$ cat src/rtl/vga_layer_mixer_pkg.sv
// Shared constants, types and helpers for the VGA layer mixer: 640x480@60 timing,
// layer roles, and the control word that is carried alongside the pixel pipeline.
package vga_layer_mixer_pkg;

   localparam int unsigned H_DISP  = 640;
   localparam int unsigned H_FP    = 16;
   localparam int unsigned H_SYNC  = 96;
   localparam int unsigned H_BP    = 48;
   localparam int unsigned H_TOTAL = H_DISP + H_FP + H_SYNC + H_BP;

   localparam int unsigned V_DISP  = 480;
   localparam int unsigned V_FP    = 10;
   localparam int unsigned V_SYNC  = 2;
   localparam int unsigned V_BP    = 33;
   localparam int unsigned V_TOTAL = V_DISP + V_FP + V_SYNC + V_BP;

   localparam int unsigned ADDR_W     = 10;
   localparam int unsigned RGB_W      = 12;
   localparam int unsigned NUM_LAYERS = 4;
   localparam int unsigned ME_IDX     = 0;
   localparam int unsigned BULLET_IDX = 1;
   localparam int unsigned ENEMY_IDX  = 2;
   localparam int unsigned LAYER_LAT  = 1;

   localparam logic [RGB_W-1:0] BG_RGB = 12'h000;

   typedef struct packed {
      logic active;
      logic hs;
      logic vs;
   } vid_ctrl_t;

   localparam vid_ctrl_t CTRL_IDLE = '{active: 1'b0, hs: 1'b1, vs: 1'b1};

   // Lowest-index opaque layer wins; background when none is opaque.
   function automatic logic [RGB_W-1:0] pick_layer(
      input logic [NUM_LAYERS-1:0]       alpha,
      input logic [NUM_LAYERS*RGB_W-1:0] rgb
   );
      logic [RGB_W-1:0] pix;
      pix = BG_RGB;
      for (int k = NUM_LAYERS - 1; k >= 0; k--) begin
         if (alpha[k]) pix = rgb[k*RGB_W +: RGB_W];
      end
      return pix;
   endfunction

endpackage

$ cat src/rtl/vga_timing_gen.sv
// VGA raster counters: active flag, undelayed syncs, pixel request decode and a
// registered frame-start pulse one cycle after the counters sit at (0,0).
module vga_timing_gen #(
   parameter int unsigned H_DISP = vga_layer_mixer_pkg::H_DISP,
   parameter int unsigned H_FP   = vga_layer_mixer_pkg::H_FP,
   parameter int unsigned H_SYNC = vga_layer_mixer_pkg::H_SYNC,
   parameter int unsigned H_BP   = vga_layer_mixer_pkg::H_BP,
   parameter int unsigned V_DISP = vga_layer_mixer_pkg::V_DISP,
   parameter int unsigned V_FP   = vga_layer_mixer_pkg::V_FP,
   parameter int unsigned V_SYNC = vga_layer_mixer_pkg::V_SYNC,
   parameter int unsigned V_BP   = vga_layer_mixer_pkg::V_BP
) (
   input  logic                                   clk_vga,
   input  logic                                   rst_n,
   output logic                                   active_c,
   output logic                                   hs_c,
   output logic                                   vs_c,
   output logic [vga_layer_mixer_pkg::ADDR_W-1:0] req_x_c,
   output logic [vga_layer_mixer_pkg::ADDR_W-1:0] req_y_c,
   output logic                                   frame_start_o
);
   import vga_layer_mixer_pkg::*;

   localparam int unsigned HT  = H_DISP + H_FP + H_SYNC + H_BP;
   localparam int unsigned VT  = V_DISP + V_FP + V_SYNC + V_BP;
   localparam int unsigned HCW = $clog2(HT);
   localparam int unsigned VCW = $clog2(VT);

   logic [HCW-1:0] h_q, h_d;
   logic [VCW-1:0] v_q, v_d;
   logic           frame_start_q, frame_start_d;

   always_comb begin
      h_d           = h_q + HCW'(1);
      v_d           = v_q;
      frame_start_d = (h_q == '0) && (v_q == '0);
      if (h_q == HCW'(HT - 1)) begin
         h_d = '0;
         v_d = (v_q == VCW'(VT - 1)) ? '0 : v_q + VCW'(1);
      end
   end

   always_ff @(posedge clk_vga or negedge rst_n) begin
      if (!rst_n) begin
         h_q           <= '0;
         v_q           <= '0;
         frame_start_q <= 1'b0;
      end else begin
         h_q           <= h_d;
         v_q           <= v_d;
         frame_start_q <= frame_start_d;
      end
   end

   // Raster decode from the current counter values.
   always_comb begin
      active_c = (h_q < HCW'(H_DISP)) && (v_q < VCW'(V_DISP));
      hs_c     = !((h_q >= HCW'(H_DISP + H_FP)) && (h_q < HCW'(H_DISP + H_FP + H_SYNC)));
      vs_c     = !((v_q >= VCW'(V_DISP + V_FP)) && (v_q < VCW'(V_DISP + V_FP + V_SYNC)));
      req_x_c  = active_c ? ADDR_W'(h_q) : '1;
      req_y_c  = active_c ? ADDR_W'(v_q) : '1;
   end

   assign frame_start_o = frame_start_q;

endmodule

$ cat src/rtl/vga_layer_mixer.sv
// VGA layer compositor: timing, sync/active alignment with the layer latency, priority mux
// and crash strobes. Optional sticky crash flags under VGA_MIXER_CRASH_LATCH_EN.
module vga_layer_mixer #(
   parameter int unsigned H_DISP = vga_layer_mixer_pkg::H_DISP,
   parameter int unsigned H_FP   = vga_layer_mixer_pkg::H_FP,
   parameter int unsigned H_SYNC = vga_layer_mixer_pkg::H_SYNC,
   parameter int unsigned H_BP   = vga_layer_mixer_pkg::H_BP,
   parameter int unsigned V_DISP = vga_layer_mixer_pkg::V_DISP,
   parameter int unsigned V_FP   = vga_layer_mixer_pkg::V_FP,
   parameter int unsigned V_SYNC = vga_layer_mixer_pkg::V_SYNC,
   parameter int unsigned V_BP   = vga_layer_mixer_pkg::V_BP
) (
   input  logic                                                             clk_vga,
   input  logic                                                             rst_n,
   input  logic                                                             en_i,
   input  logic [vga_layer_mixer_pkg::NUM_LAYERS-1:0]                       layer_alpha_i,
   input  logic [vga_layer_mixer_pkg::NUM_LAYERS*vga_layer_mixer_pkg::RGB_W-1:0] layer_rgb_i,
   output logic [vga_layer_mixer_pkg::ADDR_W-1:0]                           req_x_addr_o,
   output logic [vga_layer_mixer_pkg::ADDR_W-1:0]                           req_y_addr_o,
   output logic                                                             v_sync_o,
   output logic                                                             frame_start_o,
   output logic                                                             crash_enemy_bullet_o,
   output logic                                                             crash_me_enemy_o,
   output logic                                                             vga_hs_o,
   output logic                                                             vga_vs_o,
   output logic [vga_layer_mixer_pkg::RGB_W-1:0]                            vga_rgb_o
`ifdef VGA_MIXER_CRASH_LATCH_EN
   ,output logic [1:0]                                                      crash_flags_o
`endif
);
   import vga_layer_mixer_pkg::*;

   localparam int unsigned DEPTH = LAYER_LAT + 1;

   logic      active_c, hs_c, vs_c;
   vid_ctrl_t ctrl_q [DEPTH];
   vid_ctrl_t ctrl_d [DEPTH];
   logic [RGB_W-1:0] rgb_q, rgb_d;
   logic      data_active;

   vga_timing_gen #(
      .H_DISP (H_DISP), .H_FP (H_FP), .H_SYNC (H_SYNC), .H_BP (H_BP),
      .V_DISP (V_DISP), .V_FP (V_FP), .V_SYNC (V_SYNC), .V_BP (V_BP)
   ) u_timing (
      .clk_vga       (clk_vga),
      .rst_n         (rst_n),
      .active_c      (active_c),
      .hs_c          (hs_c),
      .vs_c          (vs_c),
      .req_x_c       (req_x_addr_o),
      .req_y_c       (req_y_addr_o),
      .frame_start_o (frame_start_o)
   );

   // Stage k holds the control word of the request issued k+1 cycles ago.
   always_comb begin
      ctrl_d[0] = '{active: active_c, hs: hs_c, vs: vs_c};
      for (int i = 1; i < DEPTH; i++) ctrl_d[i] = ctrl_q[i-1];
   end

   always_ff @(posedge clk_vga or negedge rst_n) begin
      if (!rst_n) begin
         for (int i = 0; i < DEPTH; i++) ctrl_q[i] <= CTRL_IDLE;
         rgb_q <= '0;
      end else begin
         for (int i = 0; i < DEPTH; i++) ctrl_q[i] <= ctrl_d[i];
         rgb_q <= rgb_d;
      end
   end

   // Layer data arriving now belongs to the request LAYER_LAT cycles back.
   assign data_active = ctrl_q[LAYER_LAT-1].active;

   always_comb begin
      rgb_d = '0;
      if (en_i && data_active) rgb_d = pick_layer(layer_alpha_i, layer_rgb_i);
   end

   assign crash_enemy_bullet_o = data_active & layer_alpha_i[ENEMY_IDX] & layer_alpha_i[BULLET_IDX];
   assign crash_me_enemy_o     = data_active & layer_alpha_i[ME_IDX]    & layer_alpha_i[ENEMY_IDX];

   assign v_sync_o  = vs_c;
   assign vga_hs_o  = ctrl_q[DEPTH-1].hs;
   assign vga_vs_o  = ctrl_q[DEPTH-1].vs;
   assign vga_rgb_o = rgb_q;

`ifdef VGA_MIXER_CRASH_LATCH_EN
   logic [1:0] crash_flags_q, crash_flags_d;

   // A strobe in the frame-start cycle overrides the clear.
   always_comb begin
      crash_flags_d = frame_start_o ? 2'b00 : crash_flags_q;
      crash_flags_d = crash_flags_d | {crash_me_enemy_o, crash_enemy_bullet_o};
   end

   always_ff @(posedge clk_vga or negedge rst_n) begin
      if (!rst_n) crash_flags_q <= 2'b00;
      else        crash_flags_q <= crash_flags_d;
   end

   assign crash_flags_o = crash_flags_q;
`endif

endmodule
$ cat config.mk
export PLATFORM = sky130hd
export DESIGN_NAME = vga_layer_mixer
export DESIGN_NICKNAME = d
export VERILOG_FILES = /design/src/rtl/vga_layer_mixer_pkg.sv /design/src/rtl/vga_timing_gen.sv /design/src/rtl/vga_layer_mixer.sv
export SDC_FILE = /design/constraint.sdc
export NUM_CORES = 1
export LEC_CHECK = 0
export CAP_MARGIN = 5
export CORE_ASPECT_RATIO = 0.7
export CORE_MARGIN = 10
export CORE_UTILIZATION = 27
export CTS_CLUSTER_SIZE = 14
export DETAILED_ROUTE_END_ITERATION = 8
export GPL_ROUTABILITY_DRIVEN = 1
export PLACE_DENSITY_LB_ADDON = 0.2
export SYNTH_ARGS = -nofsm -noshare
export SYNTH_HDL_FRONTEND = slang
export SYNTH_SLANG_ARGS = --single-unit
$ cat constraint.sdc
create_clock -name clk_vga -period 1.7 [get_ports clk_vga]
set_input_delay 0.255 -clock clk_vga [delete_from_list [all_inputs] [get_ports clk_vga]]
set_output_delay 0.255 -clock clk_vga [all_outputs]
set_load 0.02 [all_outputs]
==> key figures, run 1 <==
Global routing
  – Largest net degree at the start of global routing: 39
  – First-pass GRT wire length: 12200 um
  – Aggregate global-route resource usage: 12.6%
  – Vias in the first global route: 2183
  – Total grt overflow: 0
  – Initial antenna violation count: 0

STA
  – Maximum clock frequency: 515 MHz
  – Final WS setup: -0.242 ns
  – Hold WS: 0.356 ns
  – Clk_skew: 0.00899 ns
  – Setup TNS: -4.77 ns
  – Slew headroom: 65.7%
  – Slew @ Worst Pin: 0.512 ns
  – Setup Viol. Count Final: 35
  – Hold Vio Cnt, Final: 0
  – Final max-slew violation count: 0
  – RSZ-0062 raised after global routing: yes
  – Final Cycle Share: 114%
  – Crit path time final: 1.94 ns

Setup path
  – Reg2Reg Setup Slack: -0.14 ns
  – Critical Path Source Type: register
  – Critical path class: register to output pin
  – CP Data Arrival Time: 1.69 ns
  – Delay-heaviest family, CP: buffers and inverters
  – Crit path depth: 6
  – Critical-path top delay cell: dfrtp_1
  – CP Cell Sequence: or2_4 -> a211oi_4 -> buf_6 -> buf_12 -> nand2_2 -> buf_6
  – Cell mode on critical path: buf_6
  – Worst-path fanout max: 7
  – R2r startpoint: u_timing.h_q[7]$_DFF_PN0_
  – Worst reg-to-reg path cell count: 7
  – R2R Path End: u_timing.v_q[2]$_DFFE_PN0N_
  – CP Capture Type: output pin
  – Worst path required time: 1.44 ns
  – Critical Path End: req_x_addr_o[1]
  – Critical Path Max Stage Delay: 0.40 ns
  – Buf/Inv on CP: 3
  – Timing startpoint of the critical path: u_timing.h_q[7]$_DFF_PN0_

Floorplan
  – Initial core utilization: 28.2%
  – Die width: 125 um
  – Die Y: 93.6 um
  – IO Pins: 93
  – Die Footprint: 11700 um^2
  – Core ar.: 7420 um^2
  – Row cnt: 26

Power
  – Cell leakage power: 1.72 nW
  – Power per Cell Area: 580 nW/um^2
  – Max IR drop VDD: 355 uV

Synth
  – Synth area leader: dfrtp_1
  – Synth top area share: 40.7%
  – Post-synth EDFFs: 0
  – Ys async rst share: 100%
  – Gate Count Post-Synth: 214
  – Ys Warns: 0
  – Sequential share of the synthesized area: 45.7%
  – Avg Inst Size Synth: 9.77 um^2
  – Netlist cell types: 45
  – Synth Flop Type: dfrtp_1
  – Synthesized flop and latch total: 38
  – Post-synth net total: 273
  – Synth cell count leaders: dfrtp_1 (34), nand2_1 (28), nor2b_1 (14)
  – Netlist Area Pre-Place: 2090 um^2
  – Most common cell in the netlist: dfrtp_1
  – Synth area leaders: dfrtp_1 (41%), dfstp_2 (5.0%), nand2_1 (5.0%), a221oi_1 (4.6%), o32ai_1 (4.6%)

Detailed routing
  – DR pass1 iterations: 4
  – DRC: 0
  – Final wirelength: 7700 um
  – Initial DRC Count: 112
  – Vias/cell: 4.91
  – Vias: 2180
  – Post-DR wirelength/cell: 17.3 um
  – Antenna Nets Post-Route: 0

Clocking
  – CTS root buffer: clkbuf_8
  – Total clock sinks: 38
  – H-Tree Depth: 2
  – CTS Buffer Depth: 2
  – CTS tree: built
  – CTS Buf Count: 5
  – Worst skew pair latency: 0.29 ns
  – Clock Pin Slew Worst Setup and Hold Paths: 0.08 ns

Layout
  – Multi-input logic area: 1230 um^2
  – Synth-to-Final Area Change: 82.8%
  – Fillers: 693
  – Share of layout cells above drive strength 1: 33.5%
  – Final Util: 51.5%
  – Diodes inserted: 0
  – Reg area: 956 um^2
  – Finished Layout Cells: 444
  – Nets: 404

Outcome
  – Failing checks: negative setup slack
  – Status: complete, but fails checks

Min path
  – Worst Hold Path Cells: 0
  – Hold path start: ctrl_d[1]$_DFF_PN1_
  – HP Class: register to register

Place
  – Final HPWL DP: 5980 um
  – Placed cells: 428
  – Port bufs: 92
  – GPL Wtd Cong: 0.834

Flow run
  – Max capacitance violation total: 0
[worst reg2reg max path: cells and delay by family, from the launching register on]
| family | cells | cell delay (ns) |
|---|---|---|
| flops | 1 | 0.40 |
| buf+inv | 3 | 0.42 |
| compound gates | 1 | 0.11 |
| simple gates | 3 | 0.83 |
[stage by stage]
step / cell area (um^2) / power [mW] / worst slack [ns]
6_report: 3820 / 2.22 / -0.242
5_1_grt: 3820 / 2.31 / -0.315
4_1_cts: 3740 / 2.25 / -0.233
3_5_place_dp: 3400 / 1.28 / -0.336
3_3_place_gp: 3400 / 1.28 / -0.280
2_1_floorplan: 2130 / 1.05 / -0.0616
[registers in the layout (all words and copies together) (netlist names)]
name and cells:
data_active 1, vga_vs_o 1, vga_hs_o 1, ctrl_d 2, vga_rgb_o 12, u_timing.h_q 10, u_timing.frame_start_o 1, u_timing.v_q 10
[logic make-up (layout without fill, tap and decap cells)]
family / after synthesis / after routing / synth area share [%]
muxes: 3 / 3 / 1.50
AOI/OAI and AO/OA: 43 / 43 / 15.9
DFF: 38 / 38 / 45.7
xor gates and xnor gates: 10 / 10 / 4.19
and+or+nand+nor: 97 / 97 / 26.5
buffers and inverters: 19 / 151 / 3.83
adders and majority gates: 4 / 4 / 2.39
[layout by cell type, fill, tap and decap left out, types with 4 or more instances in the layout]
cell | synthesis | routed
clkdlybuf4s50_1 | 0 | 67
dfrtp_1 | 34 | 34
buf_4 | 0 | 33
buf_6 | 1 | 28
nand2_1 | 28 | 21
nor2b_1 | 14 | 13
a221oi_1 | 11 | 11
o32ai_1 | 11 | 11
nand2b_4 | 0 | 9
nand4_1 | 8 | 8
nand2_2 | 0 | 7
inv_1 | 7 | 6
nand3_1 | 6 | 6
o21ai_1 | 5 | 6
xnor2_1 | 6 | 6
clkbuf_8 | 0 | 6
nor2_1 | 7 | 4
xor2_1 | 4 | 4
and3_1 | 4 | 4
ha_1 | 4 | 4
dfstp_2 | 4 | 4
[repair_timing]
action,CTS,global route
setup endpoints to repair,44,38
endpoints found under the hold margin,34,0
cloned,2,0
hold buffers,1,0
buffers inserted,6,3
pin swaps,12,11
gates resized for setup,149,25
[where the power goes]
group          internal (mW)  total (mW)  leakage [nW]  switching (mW)
clock                  0.626       0.954        0.0714           0.327
combinational          0.197       0.333          1.16           0.136
sequential             0.925       0.930         0.485         0.00527
total                   1.75        2.22          1.72           0.469
[how the worst min path moves through the flow]
stage                                             end  slack (ns)
after global placement    u_timing.v_q[3]$_DFFE_PN0N_        0.24
final                              vga_hs_o$_DFF_PN1_        0.36
after detailed placement  u_timing.v_q[3]$_DFFE_PN0N_        0.24
after global routing               vga_hs_o$_DFF_PN1_        0.37
after CTS                          vga_hs_o$_DFF_PN1_        0.36
after floorplan                 data_active$_DFF_PN0_       -0.04
[final cells by class]
cell class	count	area share, %
Clock inverter	2	1.57
Inverter	7	0.818
Sequential cell	38	25.0
Clock buffer	6	2.16
Timing Repair Buffer	136	35.0
Tap cell	98	3.21
Multi-Input combinational cell	157	32.2
[metal layers]
layer	GRT usage (%)	routed length, um	vias to the layer above	part of all wire [%]
met2	20.3	3810	46	50
met1	16.6	3470	1073	45
li1	-	-	1055	-
met5	0	0	-	0
met3	3.10	340	6	4.4
met4	2.87	68	0	0.88
(Power assumes the default switching activity.)
==> run 2, diff against run 1 <==
--- a/config.mk
+++ b/config.mk
@@ -13,6 +13,7 @@
 export DETAILED_ROUTE_END_ITERATION = 8
 export GPL_ROUTABILITY_DRIVEN = 1
 export PLACE_DENSITY_LB_ADDON = 0.2
+export SLEW_MARGIN = 20
 export SYNTH_ARGS = -nofsm -noshare
 export SYNTH_HDL_FRONTEND = slang
 export SYNTH_SLANG_ARGS = --single-unit
==> constraint.sdc (replaced) <==
create_clock -name clk_vga -period 2.06 [get_ports clk_vga]
set_input_delay 0.309 -clock clk_vga [delete_from_list [all_inputs] [get_ports clk_vga]]
set_output_delay 0.309 -clock clk_vga [all_outputs]
set_load 0.02 [all_outputs]
==> key figures, run 2 (synthesis results as in run 1) <==
STA
  – Maximum clock frequency: 503 MHz
  – Hold Vio Cnt, Final: 0
  – RSZ-0062 raised after global routing: yes
  – Final WS setup: 0.0725 ns
  – Final Cycle Share: 96.5%
  – Slew headroom: 44.3%
  – Clk_skew: 0.00726 ns
  – Final max-slew violation count: 0
  – Crit path time final: 1.99 ns
  – Slew @ Worst Pin: 0.834 ns
  – Hold WS: 0.0679 ns
  – Setup Viol. Count Final: 0

Place
  – Port bufs: 92
  – GPL Wtd Cong: 0.831
  – Placed cells: 415
  – Final HPWL DP: 5820 um
  – Post-Place Worst Slack: -0.0313 ns

Detailed routing
  – Final wirelength: 7450 um
  – DR pass1 iterations: 4
  – Vias: 2075
  – Antenna Nets Post-Route: 0
  – Initial DRC Count: 125
  – Post-DR wirelength/cell: 17.5 um
  – Vias/cell: 4.87
  – DRC: 0

Global routing
  – Total grt overflow: 0
  – First-pass GRT wire length: 11400 um
  – Aggregate global-route resource usage: 12.0%
  – Vias in the first global route: 2074
  – Largest net degree at the start of global routing: 39
  – Initial antenna violation count: 0

Layout
  – Reg area: 956 um^2
  – Final Util: 44.7%
  – Share of layout cells above drive strength 1: 19.2%
  – Finished Layout Cells: 426
  – Most frequent cells in the layout: clkdlybuf4s50_1 (70), dfrtp_1 (34), nand2_1 (28)
  – Commonest non-fill, non-tap cell in the layout: clkdlybuf4s50_1
  – Nets: 386
  – Max FFs per register: 12
  – Synth-to-Final Area Change: 58.4%
  – Diodes inserted: 0
  – Multi-input logic area: 1060 um^2
  – Fillers: 708

Floorplan
  – Die Footprint: 11700 um^2
  – IO Pins: 93
  – Die width: 125 um
  – Initial core utilization: 28.2%
  – Core ar.: 7420 um^2
  – Row cnt: 26
  – Die Y: 93.6 um

Clocking
  – CTS root buffer: clkbuf_8
  – CTS Hold Bufs: 0
  – H-Tree Depth: 2
  – Clock Pin Slew Worst Setup and Hold Paths: 0.08 ns
  – Worst skew pair latency: 0.29 ns
  – CTS Buf Count: 5
  – CTS Buffer Depth: 2
  – Total clock sinks: 38
  – CTS tree: built

Power
  – Sw Ratio: 24.5%
  – Power per Cell Area: 462 nW/um^2
  – Max IR drop VDD: 212 uV
  – Cell leakage power: 1.52 nW
  – Combinational group share of total power: 17.5%
  – Seq pwr share: 50.2%
  – Clock Power Share: 32.3%
  – Design Power: 1.53 mW
  – Cell Int Power: 1.15 mW
  – Switch Pwr: 0.375 mW

Setup path
  – Reg2Reg Setup Slack: 0.13 ns
  – Worst path required time: 1.75 ns
  – Worst-path fanout max: 4
  – Critical path class: register to output pin
  – R2r startpoint: u_timing.h_q[7]$_DFF_PN0_
  – Buf/Inv on CP: 2
  – Delay-heaviest family, CP: simple AND/OR/NAND/NOR gates
  – CP Cell Sequence: and4_1 -> buf_4 -> or3_1 -> clkdlybuf4s15_1
  – CP Capture Type: output pin
  – Critical Path Max Stage Delay: 0.38 ns
  – Critical-path top delay cell: dfrtp_1
  – CP Data Arrival Time: 1.68 ns
  – Worst reg-to-reg path cell count: 5
  – R2R Path End: u_timing.v_q[4]$_DFFE_PN0N_
  – Critical Path Source Type: register

Min path
  – HP Class: input pin to async pin

Flow run
  – Max capacitance violation total: 0

Outcome
  – Status: completed
[run 2: area by class of cell]
type                            count  area share (%)
Clock buffer                        6            2.19
Clock inverter                      2           0.302
Inverter                            7           0.793
Multi-Input combinational cell    157            32.1
Sequential cell                    38            28.9
Tap cell                           98            3.70
Timing Repair Buffer              118            32.0
[run 2: repair_timing]
action                     CTS  global route
setup buffers                2             0
gates resized for setup     80             2
hold endpoints to repair     0             0
setup endpoints to repair   21             3
pin swaps                    1             0
gates cloned                 1             0
[run 2: metrics by stage]
stage | cell area (um^2) | setup TNS [ns]
CTS | 3310 | 0
global route | 3310 | -0.00167
finish | 3310 | 0
global placement | 3260 | 0
detailed placement | 3260 | -0.417
floorplan | 2090 | 0
[run 2: power groups by stage]
stage                     clock [mW]  combinational (mW)  sequential (mW)
final                          0.495               0.267            0.768
after global routing           0.562               0.287            0.769
after CTS                      0.520               0.271            0.768
after detailed placement           0               0.270            0.782
after global placement             0               0.267            0.782
after floorplan                    0              0.0615            0.806
[run 2: worst max-delay path by stage]
stage                                      startpoint                     end  slack (ns)  cells after the start
final                     u_timing.v_q[8]$_DFFE_PN0N_         req_x_addr_o[9]        0.07                      4
after global routing        u_timing.h_q[7]$_DFF_PN0_         req_x_addr_o[0]      -0.002                      6
after detailed placement             layer_alpha_i[2]  vga_rgb_o[6]$_DFF_PN0_       -0.03                      4
after floorplan             u_timing.h_q[7]$_DFF_PN0_         req_x_addr_o[7]        0.11                      4
after CTS                 u_timing.v_q[5]$_DFFE_PN0N_         req_x_addr_o[9]        0.02                      4
after global placement               layer_alpha_i[2]  vga_rgb_o[4]$_DFF_PN0_       0.002                      4
[run 2: routing by layer]
metal	vias to the layer above	share of wire [%]	global-route usage [%]
met5	-	0	0
met4	0	0.55	3.15
met3	2	4.2	2.99
met2	46	48	18.9
met1	1010	47	16.1
li1	1017	-	-
[run 2: worst reg2reg max path, cell delays in order (launching register included)]
cell	delay [ns]
dfrtp_1	0.39
buf_4	0.16
or4b_4	0.55
nor3_2	0.22
and3_1	0.19
mux2_1	0.31
==> run 3, diff against run 2 <==
--- a/config.mk
+++ b/config.mk
@@ -12,6 +12,7 @@
 export CTS_CLUSTER_SIZE = 14
 export DETAILED_ROUTE_END_ITERATION = 8
 export GPL_ROUTABILITY_DRIVEN = 1
+export HOLD_SLACK_MARGIN = 0.12
 export PLACE_DENSITY_LB_ADDON = 0.2
 export SLEW_MARGIN = 20
 export SYNTH_ARGS = -nofsm -noshare
==> key figures, run 3 (synthesis results as in run 1) <==
Layout
  – Synth-to-Final Area Change: 58.9%
  – Nets: 387
  – Commonest non-fill, non-tap cell in the layout: clkdlybuf4s50_1
  – Share of layout cells above drive strength 1: 19.1%
  – Design Area, Final: 3320 um^2
  – Final Util: 44.8%
  – Max FFs per register: 12
  – Diodes inserted: 0
  – Finished Layout Cells: 427
  – Most frequent cells in the layout: clkdlybuf4s50_1 (70), dfrtp_1 (34), nand2_1 (28)

Setup path
  – Critical Path Source Type: register
  – Critical Path Max Stage Delay: 0.38 ns
  – Worst path required time: 1.75 ns
  – Buf/Inv on CP: 2
  – CP Capture Type: output pin
  – Worst-path fanout max: 4
  – Delay-heaviest family, CP: simple AND/OR/NAND/NOR gates
  – Critical-path top delay cell: dfrtp_1
  – Critical path class: register to output pin
  – CP Cell Sequence: and4_1 -> buf_4 -> or3_1 -> clkdlybuf4s15_1
  – CP Data Arrival Time: 1.68 ns

Global routing
  – Largest net degree at the start of global routing: 39
  – Initial antenna violation count: 0
  – First-pass GRT wire length: 11400 um
  – Vias in the first global route: 2074
  – Total grt overflow: 0
  – Aggregate global-route resource usage: 12.0%

STA
  – RSZ-0062 raised after global routing: yes
  – Slew @ Worst Pin: 0.840 ns
  – Setup TNS: 0 ns
  – Final max-slew violation count: 0
  – Crit path time final: 1.99 ns
  – Final WS setup: 0.0710 ns
  – Slew headroom: 43.9%
  – Setup Viol. Count Final: 0
  – Hold Vio Cnt, Final: 0
  – Hold WS: 0.357 ns
  – Clk_skew: 0.00711 ns
  – Final Cycle Share: 96.6%
  – Maximum clock frequency: 503 MHz

Place
  – Final HPWL DP: 5820 um
  – Placed cells: 415
  – Post-Place Worst Slack: -0.0313 ns
  – Placed inst area: 3260 um^2
  – Port bufs: 92
  – GPL Wtd Cong: 0.831

Power
  – Switch Pwr: 0.374 mW
  – Cell leakage power: 1.53 nW
  – Combinational group share of total power: 17.6%
  – Design Power: 1.53 mW
  – Power per Cell Area: 461 nW/um^2
  – Seq pwr share: 50.2%
  – Cell Int Power: 1.16 mW
  – Clock Power Share: 32.3%
  – Sw Ratio: 24.4%
  – Max IR drop VDD: 212 uV

Min path
  – HP Class: register to register

Floorplan
  – IO Pins: 93
  – Row cnt: 26
  – Core ar.: 7420 um^2
  – Die Y: 93.6 um
  – Initial core utilization: 28.2%
  – Die Footprint: 11700 um^2
  – Die width: 125 um

Clocking
  – Worst skew pair latency: 0.29 ns
  – CTS Buf Count: 5
  – H-Tree Depth: 2
  – CTS tree: built
  – Total clock sinks: 38
  – CTS Buffer Depth: 2
  – CTS root buffer: clkbuf_8
  – Clock Pin Slew Worst Setup and Hold Paths: 0.07 ns

Detailed routing
  – Vias/cell: 4.87
  – Antenna Nets Post-Route: 0
  – DR pass1 iterations: 4
  – Post-DR wirelength/cell: 17.4 um
  – Vias: 2078
  – DRC: 0
  – Initial DRC Count: 194
  – Final wirelength: 7450 um

Flow run
  – Max capacitance violation total: 0

Outcome
  – Status: completed
## run 3: changes by cell type in the layout (fill, tap and decap cells not counted), sizes merged
cell,change
dlygate4sd3,+1
## run 3: final timing paths
path / from / end / slack, ns / cells after the start
setup reg to reg: u_timing.h_q[7]$_DFF_PN0_ / u_timing.v_q[4]$_DFFE_PN0N_ / 0.13 / 5
hold reg to reg: ctrl_d[1]$_DFF_PN1_ / vga_hs_o$_DFF_PN1_ / 0.36 / 0
min in group asynchronous: rst_n / u_timing.v_q[3]$_DFFE_PN0N_ / 0.61 / 3
hold / removal: ctrl_d[1]$_DFF_PN1_ / vga_hs_o$_DFF_PN1_ / 0.36 / 0
setup / recovery: u_timing.v_q[8]$_DFFE_PN0N_ / req_x_addr_o[9] / 0.07 / 4
max in group asynchronous: rst_n / ctrl_d[1]$_DFF_PN1_ / 1.08 / 3
## run 3: power by group through the flow
stage	combinational [mW]	clock [mW]	sequential (mW)
3_3_place_gp	0.267	0	0.782
6_report	0.269	0.493	0.768
2_1_floorplan	0.0615	0	0.806
3_5_place_dp	0.270	0	0.782
5_1_grt	0.288	0.562	0.769
4_1_cts	0.272	0.520	0.768
## run 3: final cells by class
class                           instances  area [um^2]
Clock inverter                          2         10.0
Clock buffer                            6         72.6
Timing Repair Buffer                  119         1070
Inverter                                7         26.3
Tap cell                               98          123
Multi-Input combinational cell        157         1060
Sequential cell                        38          956
Fill cell                             707         4100
## run 3: repair_timing
action | in CTS | in global routing
gates cloned | 1 | 0
pin swaps | 1 | 0
resized for setup | 80 | 2
hold buffers | 1 | 0
buffers inserted | 2 | 0
setup endpoints to repair | 21 | 3
hold endpoints to repair | 34 | 0
## run 3: routing by layer
layer	GRT usage (%)	vias up	wire (um)
li1	-	1021	-
met3	2.99	2	339
met2	18.9	51	3590
met1	16.1	1004	3480
met5	0	-	0
met4	3.15	0	41
==> edit 1: new RTL, settings of run 1 <==
Build with the macro `VGA_MIXER_CRASH_LATCH_EN` defined.
--- a/src/rtl/vga_layer_mixer.sv
+++ b/src/rtl/vga_layer_mixer.sv
@@ -1,4 +1,6 @@
 // VGA layer compositor: timing, sync/active alignment with the layer latency, priority mux
 // and crash strobes. Optional sticky crash flags under VGA_MIXER_CRASH_LATCH_EN.
+`define VGA_MIXER_CRASH_LATCH_EN
+
 module vga_layer_mixer #(
    parameter int unsigned H_DISP = vga_layer_mixer_pkg::H_DISP,
Behaviour (old outputs only; new: crash_flags_o): unchanged (Yosys induction, for registers that start in step).
==> edit 1 against run 1 <==
- sequential cell count increased by 2
- first-iteration DRC count increased by 12%
- largest cell class unchanged
- area after synthesis increased by 2.3%
- power increased by 9.6%
- clock power increased by 17%
- register-to-register slack improved by 0.06 ns
- largest power group unchanged
- final area increased by 1.2%
- the flow still finishes with violations (setup timing)
- synthesized cell count increased by 0.93%
- count of clock-buffer cells in the layout increased by 1
- routed wire length decreased by 5.1%
- via count decreased by 2.5%
- setup slack improved by 0.10 ns
==> edit 1: results (changes against run 1) <==
----------------------------------------------------
[Critical path]
  Largest driver fanout on the critical path ... 6 (-1)
  Reg-to-reg setup timing slack ... -0.08 ns (+0.06 ns)
  Worst Reg2Reg Path Length in Cells ... 6 (-1)
  Slowest stage delay, CP ... 0.38 ns (-0.02 ns)
  Top Family by Delay on Critical Path ... simple AND/OR/NAND/NOR gates
  Data arrival time of the worst path ... 1.59 ns (-0.10 ns)
  Worst reg2reg path endpoint ... u_timing.v_q[9]$_DFFE_PN0N_

[Logic synthesis]
  Synth cell types ... 38 (-16%)
  Post-synthesis register bit count ... 40 (+5.3%)
  Cells taking the most area after synthesis ... sky130_fd_sc_hd__dfrtp_1, sky130_fd_sc_hd__dfstp_2, sky130_fd_sc_hd__a221oi_1
  Most frequent cells after synthesis ... sky130_fd_sc_hd__dfrtp_1, sky130_fd_sc_hd__nand2_1, sky130_fd_sc_hd__nand2b_1, sky130_fd_sc_hd__nor2b_1
  Post-synthesis sequential area ratio ... 47.05% (+1.3 points)
  Mapped Nets ... 275 (+0.73%)

[Global routing]
  Maximum number of pins on one net before global-route repair ... 25 (-36%)
  Met2 Track Usage GR ... 18.83% (-1.5 points)
  Global routing usage on met3 ... 2.966% (-0.14 points)
  Global-route wire length before repair ... 11.38 mm (-6.7%)
  Via count of the first global-routing pass ... 2,169 (-0.64%)
  Total Routing Usage GR ... 11.62% (-0.97 points)
  Met1 Usage GRT ... 15.49% (-1.1 points)

[Pwr]
  Clk network pwr share ... 46.1% (+3.1 points)
  Largest voltage drop on the vdd net ... 0.3547 mV (about the same)
  Sw Pwr ... 0.4873 mW (+3.9%)
  Static power due to leakage ... 1.739 nW (+1.3%)
  Clock group total power ... 1.12 mW (+17%)

[STA]
  Final setup margin ... -0.1401 ns (+0.1020 ns)
  Clock Skew ... 0.004892 ns (-0.004101 ns)
  Hold slack final ... 0.3546 ns (-0.001785 ns)
  Final setup violation count ... 19 (-46%)
  Transition time of the tightest slew-check pin ... 0.4785 ns (-0.03330 ns)

[Clocking]
  Number of buffers inserted to repair setup after CTS ... 4 (-2)
  Root buffer cell ... sky130_fd_sc_hd__clkbuf_16
  Source-to-sink clock delay at the later pin of the worst-skew pair ... around 0.28 ns
  Number of instances resized during post-cts repair ... 129 (-13%)
  CTS clk-pin slew, worst paths ... 0.06 ns (-0.02 ns)

[Placed design]
  HPWL Detailed ... 5.890 mm (-1.4%)
  Port Buffers ... 94 (+2.2%)

[Route]
  Met3 Routed Length ... 358 µm (+5.3%)
  Count of vias placed by the detailed router ... 2,125 (-2.5%)
  Met1 wire length ... 3.243 mm (-6.6%)
  Length of routed met2 wiring ... 3.672 mm (-3.7%)
  Wire per inst ... 16.06 µm (-7.3%)

[Finish]
  # nets final ... 412 (+2.0%)
  Number of antenna repair diodes ... 0 (unchanged)
  Fillers ... 735 (+6.1%)

[Run status]
  Failing checks ... setup timing
  Status ... finished, violations left

----------------------------------------------------
## edit 1: cell families after synthesis
kind of cell             count (synthesis)  synth area share, %
XOR/XNOR                                10                4.096
buffers and inverters                   19                3.979
AO/OA/AOI/OAI                           42                14.98
AND/OR/NAND/NOR                        101                27.56
flip-flops                              40                47.04
adder cells (fa/ha/maj)                  4                2.341
## edit 1: worst max-delay path by stage
stage                         startpoint                endpoint  slack (ns)  depth (start not counted)
2_1_floorplan  u_timing.h_q[7]$_DFF_PN0_         req_x_addr_o[1]        0.04                          6
3_3_place_gp            layer_alpha_i[2]  vga_rgb_o[1]$_DFF_PN0_       -0.39                          4
3_5_place_dp            layer_alpha_i[2]  vga_rgb_o[1]$_DFF_PN0_       -0.39                          4
4_1_cts        u_timing.h_q[8]$_DFF_PN0_         req_x_addr_o[3]       -0.17                          6
5_1_grt        u_timing.h_q[8]$_DFF_PN0_         req_x_addr_o[5]       -0.21                          6
6_report       u_timing.h_q[8]$_DFF_PN0_         req_x_addr_o[5]       -0.14                          6
## edit 1: through the flow
stage / instances / cell area (µm²) / util, % / setup TNS, ns / setup WS, ns
floorplan: 216 / 2208 / - / 0 / 0.03818
global placement: 441 / 3525 / 45.36 / -9.608 / -0.3861
detailed placement: 441 / 3525 / 45.36 / -10.01 / -0.3939
CTS: 454 / 3786 / 48.73 / -2.453 / -0.1698
global route: 455 / 3869 / 49.79 / -3.730 / -0.2071
finish: 455 / 3869 / 49.79 / -2.109 / -0.1401
## edit 1: area by class of cell
class | instances | area share, %
repair buffers | 142 | 34.90
multi-input cells | 157 | 30.40
flip-flops and latches | 40 | 26.04
clock buffers | 7 | 3.946
well taps | 101 | 3.266
clock inverters | 1 | 0.7762
inverters | 7 | 0.6792
==> edit 2: new RTL, config.mk and constraints of run 1 <==
Made on the original files. Add an input register stage for `layer_alpha_i`, cleared by the reset; this delays it by one clock. The other inputs are not delayed to match.
--- a/src/rtl/vga_layer_mixer.sv
+++ b/src/rtl/vga_layer_mixer.sv
@@ -32,4 +32,14 @@
 
    localparam int unsigned DEPTH = LAYER_LAT + 1;
+
+   logic [vga_layer_mixer_pkg::NUM_LAYERS-1:0] layer_alpha_q;
+
+   always_ff @(posedge clk_vga or negedge rst_n) begin
+      if (!rst_n) begin
+         layer_alpha_q <= '0;
+      end else begin
+         layer_alpha_q <= layer_alpha_i;
+      end
+   end
 
    logic      active_c, hs_c, vs_c;
@@ -74,9 +84,9 @@
    always_comb begin
       rgb_d = '0;
-      if (en_i && data_active) rgb_d = pick_layer(layer_alpha_i, layer_rgb_i);
+      if (en_i && data_active) rgb_d = pick_layer(layer_alpha_q, layer_rgb_i);
    end
 
-   assign crash_enemy_bullet_o = data_active & layer_alpha_i[ENEMY_IDX] & layer_alpha_i[BULLET_IDX];
-   assign crash_me_enemy_o     = data_active & layer_alpha_i[ME_IDX]    & layer_alpha_i[ENEMY_IDX];
+   assign crash_enemy_bullet_o = data_active & layer_alpha_q[ENEMY_IDX] & layer_alpha_q[BULLET_IDX];
+   assign crash_me_enemy_o     = data_active & layer_alpha_q[ME_IDX]    & layer_alpha_q[ENEMY_IDX];
 
    assign v_sync_o  = vs_c;
Function: changed (a bounded check fails within 4 cycles, from zero or initial values and one cycle with rst_n low).
==> edit 2 against run 1 <==
- setup slack improved by 0.032 ns
- the run still ends with setup timing left
- sequential cell count increased by 4
- maximum frequency increased by 1.7%
- final area increased by 3.3%
- highest routed layer unchanged
- critical endpoint is now req_x_addr_o[3]
- routed wire length increased by 3.1%
- power increased by 4.4%
- area after synthesis increased by 4.7%
==> edit 2: results (changes against run 1) <==
----------------------------------------------------
[Clocking]
  Root buffer cell ... sky130_fd_sc_hd__clkbuf_16
  CTS clk-pin slew, worst paths ... 0.06 ns (-0.02 ns)

[STA]
  Clock Skew ... 0.006747 ns (-0.002246 ns)
  Final setup violation count ... 24 (-31%)
  Final setup margin ... -0.2098 ns (+0.03235 ns)
  Transition time of the tightest slew-check pin ... 0.4116 ns (-0.1002 ns)

[Global routing]
  Maximum number of pins on one net before global-route repair ... 22 (-44%)
  Total Routing Usage GR ... 12.36% (-0.23 points)
  Met2 Track Usage GR ... 18.73% (-1.6 points)
  Global-route wire length before repair ... 12.10 mm (-0.80%)

[Pwr]
  Power Total ... 2.315 mW (+4.4%)
  Internal power summed over all cells ... 1.801 mW (+3.1%)
  Combinational Power Share ... 14.0% (-1.0 points)

[Run status]
  Failing checks ... setup timing
  Status ... finished, violations left

[Placed design]
  HPWL Detailed ... 6.092 mm (+1.9%)

[Critical path]
  Worst reg2reg path endpoint ... u_timing.v_q[9]$_DFFE_PN0N_
  Data arrival time of the worst path ... 1.65 ns (-0.04 ns)
  Worst Reg2Reg Path Length in Cells ... 6 (-1)
  Top Family by Delay on Critical Path ... simple AND/OR/NAND/NOR gates
  CP max stage cell ... sky130_fd_sc_hd__dfrtp_2
  Critical path capture point ... req_x_addr_o[3]

[Logic synthesis]
  Synth cell types ... 41 (-8.9%)
  Cells taking the most area after synthesis ... sky130_fd_sc_hd__dfrtp_1, sky130_fd_sc_hd__dfstp_2, sky130_fd_sc_hd__a221oi_1
  Post-synthesis sequential area ratio ... 48.26% (+2.5 points)
  Most frequent cells after synthesis ... sky130_fd_sc_hd__dfrtp_1, sky130_fd_sc_hd__nand2_1, sky130_fd_sc_hd__nand2b_1

[Route]
  Total length of routed wires ... 7.936 mm (+3.1%)

[Finish]
  Fillers ... 730 (+5.3%)

----------------------------------------------------
-- edit 2: area by class of cell --
| type | instances | area [µm²] | share of cell area (%) |
|---|---|---|---|
| clock buffers | 7 | 142.6 | 3.613 |
| clock inverters | 1 | 5.005 | 0.1268 |
| inverters | 7 | 26.28 | 0.6656 |
| multi-input cells | 156 | 1206 | 30.55 |
| flip-flops and latches | 42 | 1057 | 26.78 |
| well taps | 101 | 126.4 | 3.201 |
| repair buffers | 147 | 1384 | 35.06 |
-- edit 2: routing by layer --
metal	vias to the layer above	part of all wire [%]	routed length, µm
li1	1073	-	-
met1	1076	44	3465
met2	54	49	3882
met3	2	6.9	548
met4	0	0.50	40
met5	-	0	0
-- edit 2: cell families after synthesis --
family | synth area share [%]
and+or+nand+nor | 26.82
DFF | 48.26
AOI/OAI and AO/OA | 13.15
buffers and inverters | 4.517
xor gates and xnor gates | 4.003
adders and majority gates | 2.287
muxes | 0.9720
-- edit 2: timing repair --
item | in CTS | in global routing
setup endpoints to repair | 24 | 33
gates resized for setup | 134 | 24
hold endpoints to repair | 11 | 0
hold buffers | 1 | 0
pin swaps | 10 | 13
gates cloned | 1 | 0
buffers inserted | 7 | 6
-- edit 2: metrics by stage --
stage	cells	TNS [ns]	worst slack (ns)	cell area, µm²	hold WS, ns
floorplan	220	0	0.005273	2248	-0.04059
global placement	442	-5.677	-0.3541	3551	0.2052
detailed placement	442	-6.153	-0.3827	3551	0.2030
CTS	459	-3.201	-0.2214	3861	0.3562
global route	461	-5.238	-0.2611	3948	0.3594
finish	461	-3.384	-0.2098	3948	0.3556
